**config.mk**
```make
export PLATFORM = sky130hd
export DESIGN_NAME = avr_serial_tx
export DESIGN_NICKNAME = d
export VERILOG_FILES = /design/src/rtl/avr_serial_tx.sv
export SDC_FILE = /design/constraint.sdc
export NUM_CORES = 1
export LEC_CHECK = 0
export BUFFER_PORTS_ARGS = -buffer_cell sky130_fd_sc_hd__buf_2
export CAP_MARGIN = 5
export CORE_MARGIN = 2
export CORE_UTILIZATION = 45
export CTS_CLUSTER_DIAMETER = 80
export DETAILED_ROUTE_END_ITERATION = 10
export RECOVER_POWER = 25
export REMOVE_ABC_BUFFERS = 1
export SETUP_SLACK_MARGIN = 0.15
export SLEW_MARGIN = 20
export SYNTH_ARGS = -nofsm -noshare
export SYNTH_HDL_FRONTEND = slang
export SYNTH_SLANG_ARGS = --single-unit
```
**constraint.sdc**
```tcl
create_clock -name clk -period 2.83 [get_ports clk]
set_input_delay 0.283 -clock clk [delete_from_list [all_inputs] [get_ports clk]]
set_output_delay 0.283 -clock clk [all_outputs]
set_load 0.01 [all_outputs]
```
**src/rtl/avr_serial_tx.sv**
```systemverilog
// Serial transmitter toward the AVR: 8N1 frames gated by the AVR's ready/block handshake.
// Define AVR_SERIAL_TX_PARITY_EN to insert an even-parity bit between bit 7 and stop (8E1).
module avr_serial_tx #(
  parameter int CLK_PER_BIT = 50
) (
  input  logic       clk,
  input  logic       rst_n,
  input  logic       ready,
  input  logic       block,
  input  logic [7:0] data,
  input  logic       new_data,
  output logic       tx,
  output logic       busy
);

  localparam int CTR_W = $clog2(CLK_PER_BIT);
  localparam logic [CTR_W-1:0] CTR_MAX = CTR_W'(CLK_PER_BIT - 1);
  localparam logic [CTR_W-1:0] CTR_ONE = CTR_W'(1);

  typedef enum logic [2:0] {
    IDLE   = 3'd0,
    START  = 3'd1,
    DATA   = 3'd2,
`ifdef AVR_SERIAL_TX_PARITY_EN
    PARITY = 3'd3,
`endif
    STOP   = 3'd4
  } state_t;

  function automatic logic even_parity(input logic [7:0] d);
    return ^d;
  endfunction

  state_t           state_q, state_d;
  logic [CTR_W-1:0] ctr_q, ctr_d;
  logic [2:0]       bit_q, bit_d;
  logic [7:0]       data_q, data_d;
  logic             tx_q, tx_d;
  logic             ready_q, ready_d;
  logic             block_q, block_d;
  logic             bit_end_s;
  logic             accept_s;

  // Next-state, bit timer, bit index and the tx level of the upcoming cycle.
  always_comb begin
    state_d   = state_q;
    ctr_d     = ctr_q;
    bit_d     = bit_q;
    data_d    = data_q;
    tx_d      = 1'b1;
    ready_d   = ready;
    block_d   = block;
    bit_end_s = (ctr_q == CTR_MAX);
    accept_s  = (state_q == IDLE) && new_data && ready_q && !block_q;

    if (state_q == IDLE) begin
      ctr_d = '0;
    end else if (bit_end_s) begin
      ctr_d = '0;
    end else begin
      ctr_d = ctr_q + CTR_ONE;
    end

    case (state_q)
      IDLE: begin
        if (accept_s) begin
          state_d = START;
          data_d  = data;
          bit_d   = 3'd0;
        end else begin
          state_d = IDLE;
        end
      end
      START: begin
        if (bit_end_s) begin
          state_d = DATA;
        end else begin
          state_d = START;
        end
      end
      DATA: begin
        if (bit_end_s) begin
          if (bit_q == 3'd7) begin
            bit_d = 3'd0;
`ifdef AVR_SERIAL_TX_PARITY_EN
            state_d = PARITY;
`else
            state_d = STOP;
`endif
          end else begin
            bit_d = bit_q + 3'd1;
          end
        end else begin
          state_d = DATA;
        end
      end
`ifdef AVR_SERIAL_TX_PARITY_EN
      PARITY: begin
        if (bit_end_s) begin
          state_d = STOP;
        end else begin
          state_d = PARITY;
        end
      end
`endif
      STOP: begin
        if (bit_end_s) begin
          state_d = IDLE;
        end else begin
          state_d = STOP;
        end
      end
      default: begin
        state_d = IDLE;
        bit_d   = 3'd0;
      end
    endcase

    // tx is registered, so it is derived from the state being entered.
    case (state_d)
      IDLE:    tx_d = 1'b1;
      START:   tx_d = 1'b0;
      DATA:    tx_d = data_d[bit_d];
`ifdef AVR_SERIAL_TX_PARITY_EN
      PARITY:  tx_d = even_parity(data_d);
`endif
      STOP:    tx_d = 1'b1;
      default: tx_d = 1'b1;
    endcase
  end

  // State and input-synchroniser registers with synchronous active-low reset.
  always_ff @(posedge clk) begin
    if (!rst_n) begin
      state_q <= IDLE;
      ctr_q   <= '0;
      bit_q   <= 3'd0;
      data_q  <= 8'h00;
      tx_q    <= 1'b1;
      ready_q <= 1'b0;
      block_q <= 1'b0;
    end else begin
      state_q <= state_d;
      ctr_q   <= ctr_d;
      bit_q   <= bit_d;
      data_q  <= data_d;
      tx_q    <= tx_d;
      ready_q <= ready_d;
      block_q <= block_d;
    end
  end

  assign tx   = tx_q;
  assign busy = (state_q != IDLE) || block_q || !ready_q;

endmodule
```
## Word-level counts from Yosys, hierarchy flattened

Cells that the tools add are included.

| operators by class | value |
|---|---|
| add/subtract/negate cells | 2 |
| bitwise gates (word level) | 1 |
| div/mod/pow operators | 0 |
| multiplexer cells | 15 |
| shift operators | 0 |
| equality and inequality tests | 7 |
| magnitude comparators | 1 |
| multiply operators | 0 |
| reduce and logical (&&, ||, !) cells | 11 |

Operators by type and width:

| operator | number |
|---|---|
| 3-bit two-way mux | 6 |
| 8-bit two-way mux | 2 |
| 3-bit one-hot mux with 4 select lines | 1 |
| 3-bit one-hot mux with 3 select lines | 1 |
| 6-bit by 1-bit adder with 6-bit output, second input constant | 1 |
| 3-bit by 1-bit == test with 1-bit output, second input constant | 2 |
| 3-bit by 2-bit == test with 1-bit output, second input constant | 2 |
| 3-bit == test, second input constant | 2 |
| 6-bit == test, second input constant | 1 |
| 3-bit by 4-bit < comparator with 1-bit output, second input constant | 1 |
| 3-bit by 1-bit adder with 3-bit output, second input constant | 1 |
| 1-bit binary-select mux with 3-bit select | 1 |
| 1-bit logical AND | 3 |
| 3-bit zero test | 1 |
| 3-bit nonzero test | 1 |
| 3-bit OR reduction | 1 |
| 1-bit zero test | 2 |
| 1-bit logical OR | 2 |
| 1-bit two-way mux | 2 |
| 2-bit two-way mux | 1 |
| 1-bit one-hot mux with 2 select lines | 1 |
| 2-bit OR reduction | 1 |
| 1-bit NOT | 1 |

| storage, ports and cells | value |
|---|---|
| bits in writable memories | 0 |
| memories | 0 |
| register bits | 23 |
| logic and storage cells | 44 |
| latch bits | 0 |
| output and inout port bits | 2 |
| memory bits (read-only) | 0 |
| input port bits | 13 |

## Logic depth before layout (Yosys ltp)

Gate-level depths: netlist of the first run.

| depth | value |
|---|---|
| depth after elaboration | 9 |
| gate-level depth with buffers | 9 |
| depth with buffers taken out | 9 |

## Worst setup path after synthesis of the first run

No wires, ideal clock.

| path | value |
|---|---|
| path kind | reg2reg |
| start point | register bit_q[0] |
| end point | register tx_q (netlist: tx) |
| cell stages (with the launch flop) | 10 |
| setup slack | 0.840 ns |
| data required time | 2.700 ns |
| setup time | 0.130 ns |
| clock period less this slack | 1.990 ns |
| arrival time | 1.860 ns |
| path buffers | 0 |
| cells stage by stage | dfxtp_1 ha_1 ha_1 and2b_2 nand4bb_1 o211ai_4 mux2i_1 and3b_1 o41ai_1 nand3_1 |

| between the ends | value |
|---|---|
| word-level cells in the longest chain between the ends | 7 |
| elaborated cells on any way between the ends | 14 |
| those cells by class | add/sub: 1; eq/ne: 3; mux: 10 |

Ends and longest elaborated chain:

| item | RTL line | RTL |
|---|---|---|
| from (decl) | 36 | `logic [2:0] bit_q, bit_d;` |
| from (signal assigned) | 145 | `bit_q <= bit_d;` |
| 3-bit by 1-bit adder with 3-bit output or 3-bit == test (tied branches) | 91, 83 |  |
| 3-bit two-way mux | 83 | `if (bit_q == 3'd7) begin` |
| 3-bit two-way mux | 82 | `if (bit_end_s) begin` |
| 3-bit one-hot mux with 3 select lines | 64 | `case (state_q)` |
| 1-bit binary-select mux with 3-bit select | 123 | `DATA: tx_d = data_d[bit_d];` |
| 1-bit two-way mux (implied by the code) | 123 |  |
| 1-bit one-hot mux with 2 select lines * | 120 | `case (state_d)` |
| to (signal assigned) | 147 | `tx_q <= tx_d;` |
| to (decl) | 38 | `logic tx_q, tx_d;` |

Every way passes the cells marked *; elsewhere a longest branch is shown, timed or not. The select of a mux whose other input is x is not followed.
A chain may end at the register's enable or synchronous reset.

## Final worst setup path of the first run

| path | value |
|---|---|
| start point | register state_q[2] |
| end point | register tx_q (netlist: tx) |

| between the ends | value |
|---|---|
| word-level cells in the longest chain between the ends | 9 |
| elaborated cells on any way between the ends | 21 |
| those cells by class | eq/ne: 5; mux: 11; reduce/logical: 5 |

Ends and longest elaborated chain:

| item | RTL line | RTL |
|---|---|---|
| from (decl) | 34 | `state_t state_q, state_d;` |
| from (signal assigned) | 143 | `state_q <= state_d;` |
| 3-bit zero test | 54, 64 |  |
| 1-bit logical AND (3 in series) | 54 | `accept_s = (state_q == IDLE) && new_data && ready_q && !block_q;` |
| 3-bit two-way mux or 8-bit two-way mux (tied branches) | 66 | `if (accept_s) begin` |
| 3-bit one-hot mux with 3 select lines or 8-bit two-way mux (tied branches) | 64 |  |
| 1-bit binary-select mux with 3-bit select | 123 |  |
| 1-bit two-way mux (implied by the code) | 123 |  |
| 1-bit one-hot mux with 2 select lines * | 120 |  |

Marked as above.

==> results.json, run 1 <==
{
  "critPathKind": "flip-flop to flip-flop",
  "synth-edff-count": 0,
  "synth_mux_area_share_pct": 10.7,
  "dpl_worst_slack_ns": 0.564,
  "p_sw_share_pct": 22.7,
  "power_switching_w": 0.000119,
  "grt_use_met2_pct": 28.7,
  "via_per_inst": 5.19,
  "drv_slew": 0,
  "grtUsageMet1_pct": 17.1,
  "die_w_um": 54.5,
  "status": "completed",
  "design_area_um2": 1240,
  "grt_pass1_wl_um": 3260,
  "place_inst": 152,
  "pwr-share-comb_pct": 7.3,
  "avgSynthCellArea_um2": 10.2,
  "worstHoldPathType": "primary input to flip-flop",
  "fill_cells": 245,
  "power.density_nw_per_um2": 424,
  "path_cells": "nor3_2, nand3_1, mux2i_1, mux2i_1, and3b_1, o41ai_1, nand3_1",
  "clock_power_share_pct": 29.2,
  "fin_crit_ns": 2.32,
  "ys_seq_area_share_pct": 40.2,
  "clkTransAtPathRegs_ns": 0.12,
  "tightest_slew_ns": 0.586,
  "cts_made_buffers": 3,
  "grt_pass1_vias": 757,
  "crit_family": "simple AND/OR/NAND/NOR gates",
  "fin_skew_ns": 0.00179,
  "cp_slowest_cell": "nand3_1",
  "post-route-period-util_pct": 81.9,
  "post_drt_wl_per_cell_um": 12.6,
  "synth.distinct_cells": 43,
  "relSlewSlack_pct": 60.9,
  "dieArea_um2": 2970,
  "finalSetupViolations": 0,
  "die_h_um": 54.5,
  "intPower_w": 0.000406,
  "drt_pre_antenna_iters": 4,
  "num_rows": 18,
  "critPathCaptureType": "flip-flop",
  "routabilityCongestion": 0.713,
  "syn_to_final_growth_pct": 7.97,
  "synthFlopType": "dfxtp_1",
  "route.detailed.drc": 0,
  "syn_inst": 112,
  "synth_xor_area_share_pct": 3.06,
  "crit_fanout": 10,
  "synth_compound_area_share_pct": 8.95,
  "antenna_cells": 0,
  "final.setup.worst_slack_ns": 0.512,
  "hold_ws_ns": 0.172,
  "cpPeakStageDelay_ns": 0.46,
  "cts_tree": "built",
  "vias": 810,
  "cts_resized": 0,
  "seq_power_share_pct": 63.5,
  "synth_warnings": 0,
  "required_ns": 3.00,
  "holdBufCountCts": 0,
  "placed_area_um2": 1220,
  "grt_setup_unrepaired": "no",
  "antenna_left": 0,
  "syn_area_um2": 1150,
  "yosys.area_share.simple_pct": 29.1,
  "maxCapViolCount": 0,
  "wirelength_um": 1970,
  "synth-async-reset-ratio_pct": 0,
  "ff_latch_area_um2": 460,
  "drive_gt1_share_pct": 21.4,
  "grt_max_degree": 19,
  "grtUsageTotal_pct": 15.7,
  "clock_path_buffers": 2,
  "synthAdderAreaFrac_pct": 4.37,
  "cts-root-buf": "clkbuf_4",
  "clkLatencyLatePin_ns": 0.31,
  "ios": 15,
  "top_usage_layer": "met2",
  "p_leak_nw": 0.537,
  "grt_use_met3_pct": 3.83,
  "grt_overflow": 0,
  "synth_top_family_by_area": "simple AND/OR/NAND/NOR gates",
  "hold_viol": 0,
  "htree_levels": 1,
  "final_cell_mix": "dfxtp_1, buf_2, mux2i_1",
  "multi_input_area_um2": 638,
  "drt_iter0_markers": 11,
  "cts.sinks": 23,
  "finalNonFillerCells": 156,
  "final_common_cell": "dfxtp_1",
  "nets": 144,
  "ys_ff_latch": 23,
  "max_freq_mhz": 431,
  "worstPathArrival_ns": 2.49,
  "coreArea_um2": 2450,
  "cp_num_buf_inv": 0,
  "hpwl_um": 1510,
  "antenna_found_initial": 0,
  "tns_ns": 0,
  "ir_worst_vdd_v": 0.000309,
  "postCtsSetupBuffers": 0,
  "startpoint_type": "flip-flop",
  "initial_core_util_pct": 46.7,
  "port_buffers": 14
}
==> cell type report <==
class                   instances  area share, %
multi-input cells              83           51.6
clock buffers                   4           2.12
flip-flops and latches         23           37.2
inverters                       2          0.607
repair buffers                 14           5.46
well taps                      30           3.03
==> cell usage after synthesis (2+ instances only) <==
cell type	number	share of area [%]
dfxtp_1	23	40
mux2i_1	10	8.7
nor2_1	8	2.6
nor2b_1	6	3.3
and2_1	5	2.7
nand2_1	5	1.6
ha_1	4	4.4
nand3_1	4	1.7
and2b_1	3	2.0
and2b_2	3	2.3
nor3b_1	3	2.0
a21o_1	2	1.3
clkbuf_1	2	0.66
inv_1	2	0.66
mux2_2	2	2.0
xnor2_1	2	1.5
xor2_1	2	1.5
==> path summary, 6_finish.rpt <==
kind / startpoint / to / slack, ns / cells past startpoint
worst max-delay path: state_q[2] / tx / 0.51 / 7
worst min-delay path: ready / ready_q / 0.17 / 2
worst max register to register: state_q[2] / tx / 0.51 / 7
worst min register to register: ctr_q[0] / ctr_q[0] / 0.49 / 1
==> worst register-to-register path, cell delays in order (launching register included) <==
cell and delay (ns):
dfxtp_1 0.42, nor3_2 0.23, nand3_1 0.46, mux2i_1 0.33
mux2i_1 0.10, and3b_1 0.19, o41ai_1 0.35, nand3_1 0.12
==> power groups by stage <==
| stage | Clock (W) | Sequential (W) | Combinational, W |
|---|---|---|---|
| after detailed placement | 0 | 0.000341 | 0.0000393 |
| final | 0.000153 | 0.000333 | 0.0000383 |
| after global placement | 0 | 0.000340 | 0.0000385 |
| after CTS | 0.000160 | 0.000333 | 0.0000396 |
| after global routing | 0.000173 | 0.000334 | 0.0000432 |
| after floorplan | 0 | 0.000340 | 0.0000228 |
==> registers in the layout, summed over array words and instances, names as in the netlist <==
| register | flops |
|---|---|
| bit_q | 3 |
| block_q | 1 |
| ctr_q | 6 |
| data_q | 8 |
| ready_q | 1 |
| state_q | 3 |
| tx | 1 |
==> per-layer routing <==
layer | part of all wire [%] | vias to the layer above | wire length [µm]
met2 | 50 | 11 | 989
met5 | 0 | - | 0
met1 | 45 | 377 | 889
met4 | 1.2 | 0 | 23
met3 | 3.3 | 4 | 65
li1 | - | 418 | -
==> metrics by stage <==
step           utilization [%]  power [W]
2_1_floorplan                -   0.000363
3_3_place_gp              49.7   0.000379
3_5_place_dp              49.7   0.000380
4_1_cts                   50.8   0.000533
5_1_grt                   50.4   0.000550
6_report                  50.4   0.000525
==> kinds of logic after synthesis <==
group / Yosys count
AND/OR/NAND/NOR: 51
multiplexers: 12
adder cells (fa/ha/maj): 4
buffers and inverters: 6
XOR/XNOR: 4
AO/OA/AOI/OAI: 12
flip-flops: 23
No activity file was read; power rests on OpenSTA's default activity.
==> inputs of run 2 (changes only) <==
Clock period 2.83 ns to 2.25 ns, I/O delays scaled along.
==> results.json, run 2 (synthesis gave the netlist of run 1 again) <==
{
  "startpoint_type": "flip-flop",
  "antenna_left": 0,
  "grt_overflow": 0,
  "drt_pre_antenna_iters": 4,
  "grtUsageTotal_pct": 14.3,
  "wirelength_um": 2020,
  "post_drt_wl_per_cell_um": 12.6,
  "clkLatencyLatePin_ns": 0.30,
  "tns_ns": 0,
  "fin_skew_ns": 0.000879,
  "worstHoldPathType": "primary input to flip-flop",
  "drive_gt1_share_pct": 33.1,
  "critPathKind": "flip-flop to flip-flop",
  "grt_pass1_vias": 725,
  "holdBufCountCts": 0,
  "cts-root-buf": "clkbuf_4",
  "htree_levels": 1,
  "grt_setup_unrepaired": "no",
  "crit_fanout": 5,
  "rr_worst_depth": 9,
  "vias": 861,
  "cpPeakStageDelay_ns": 0.38,
  "hold_viol": 0,
  "dieArea_um2": 2970,
  "die_h_um": 54.5,
  "p_leak_nw": 0.612,
  "critPathCaptureType": "flip-flop",
  "route.detailed.drc": 0,
  "timing.rr.start": "bit_q[1]",
  "placed_area_um2": 1230,
  "relSlewSlack_pct": 60.6,
  "top_register": "data_q",
  "tightest_slew_ns": 0.591,
  "ir_worst_vdd_v": 0.000421,
  "crit_path_start": "bit_q[1]",
  "die_w_um": 54.5,
  "maxCapViolCount": 0,
  "post-route-period-util_pct": 92.0,
  "worstPathArrival_ns": 2.32,
  "coreArea_um2": 2450,
  "antenna_cells": 0,
  "critical_path.endpoint": "tx",
  "via_per_inst": 5.38,
  "crit_top_cell": "ha_4",
  "initial_core_util_pct": 46.7,
  "routabilityCongestion": 0.752,
  "ios": 15,
  "num_rows": 18,
  "top_regs": "data_q (8), ctr_q (6)",
  "multi_input_area_um2": 708,
  "finalSetupViolations": 0,
  "syn_to_final_growth_pct": 17.2,
  "design_area_um2": 1340,
  "dpl_worst_slack_ns": 0.122,
  "fill_cells": 228,
  "grt_pass1_wl_um": 2960,
  "reg2reg_slack_ns": 0.18,
  "drt_iter0_markers": 32,
  "r2r-end": "tx",
  "grt_max_degree": 19,
  "final_cell_mix": "dfxtp_1, buf_2, mux2i_1",
  "cts_tree": "built",
  "drv_slew": 0,
  "clock_path_buffers": 2,
  "antenna_found_initial": 0,
  "final.setup.worst_slack_ns": 0.179,
  "path_cells": "ha_4, ha_4, and2b_2, nand4bb_1, o211ai_4, mux2_2, nor3_1, o41ai_2, nand3_1",
  "final_common_cell": "dfxtp_1",
  "required_ns": 2.50,
  "cp_slowest_cell": "mux2_2",
  "clkTransAtPathRegs_ns": 0.12,
  "port_buffers": 14,
  "power.density_nw_per_um2": 488,
  "status": "completed",
  "nets": 148,
  "cts_made_buffers": 3,
  "ff_latch_area_um2": 465,
  "max_freq_mhz": 483,
  "cts.sinks": 23,
  "fin_crit_ns": 2.07,
  "largest_reg_flops": 8,
  "hpwl_um": 1420
}
==> run 2: power by group <==
group          internal, W  leakage, nW  switching, W
clock network    0.0000663       0.0177      0.000120
logic            0.0000268        0.405     0.0000235
registers         0.000415        0.189    0.00000375
total             0.000509        0.612      0.000147
==> run 2: through the flow <==
step           cells  total power, W  hold WS [ns]  utilization, %
6_report         160        0.000656         0.112            54.7
5_1_grt          160        0.000690         0.107            54.7
4_1_cts          160        0.000665         0.107            52.6
3_5_place_dp     154        0.000479         0.435            50.3
3_3_place_gp     154        0.000478         0.433            50.3
2_1_floorplan    108        0.000457         0.297               -
==> run 2: final cells by class <==
| class | count | area share, % |
|---|---|---|
| Clock buffer | 3 | 1.68 |
| Clock inverter | 1 | 0.372 |
| Inverter | 2 | 0.559 |
| Multi-Input combinational cell | 83 | 52.7 |
| Sequential cell | 23 | 34.6 |
| Tap cell | 30 | 2.79 |
| Timing Repair Buffer | 18 | 7.26 |
==> run 2: worst min-delay path by stage <==
stage	start	endpoint	depth (start not counted)
after global routing	block	block_q	2
final	block	block_q	2
after floorplan	rst_n	tx	1
after detailed placement	block	block_q	2
after global placement	ready	ready_q	2
after CTS	block	block_q	2
==> run 2: routing by layer <==
metal / global-route usage (%) / vias up / part of all wire, %
met5: 0 / - / 0
met4: 7.08 / 0 / 0.94
met3: 4.10 / 2 / 5.4
met2: 23.7 / 25 / 51
met1: 16.7 / 407 / 43
li1: - / 427 / -
==> run 2: critical path: cells and delay by family (launching register included) <==
| kind | cells | cell delay, ns |
|---|---|---|
| adders and majority gates | 2 | 0.33 |
| DFF | 1 | 0.36 |
| and+or+nand+nor | 4 | 0.66 |
| muxes | 1 | 0.38 |
| AOI/OAI and AO/OA | 2 | 0.29 |
==> run 2: timing repair <==
action,CTS,global route
resized for setup,5,12
endpoints found under the setup margin,1,1
setup buffers,2,0
pin swaps,2,6
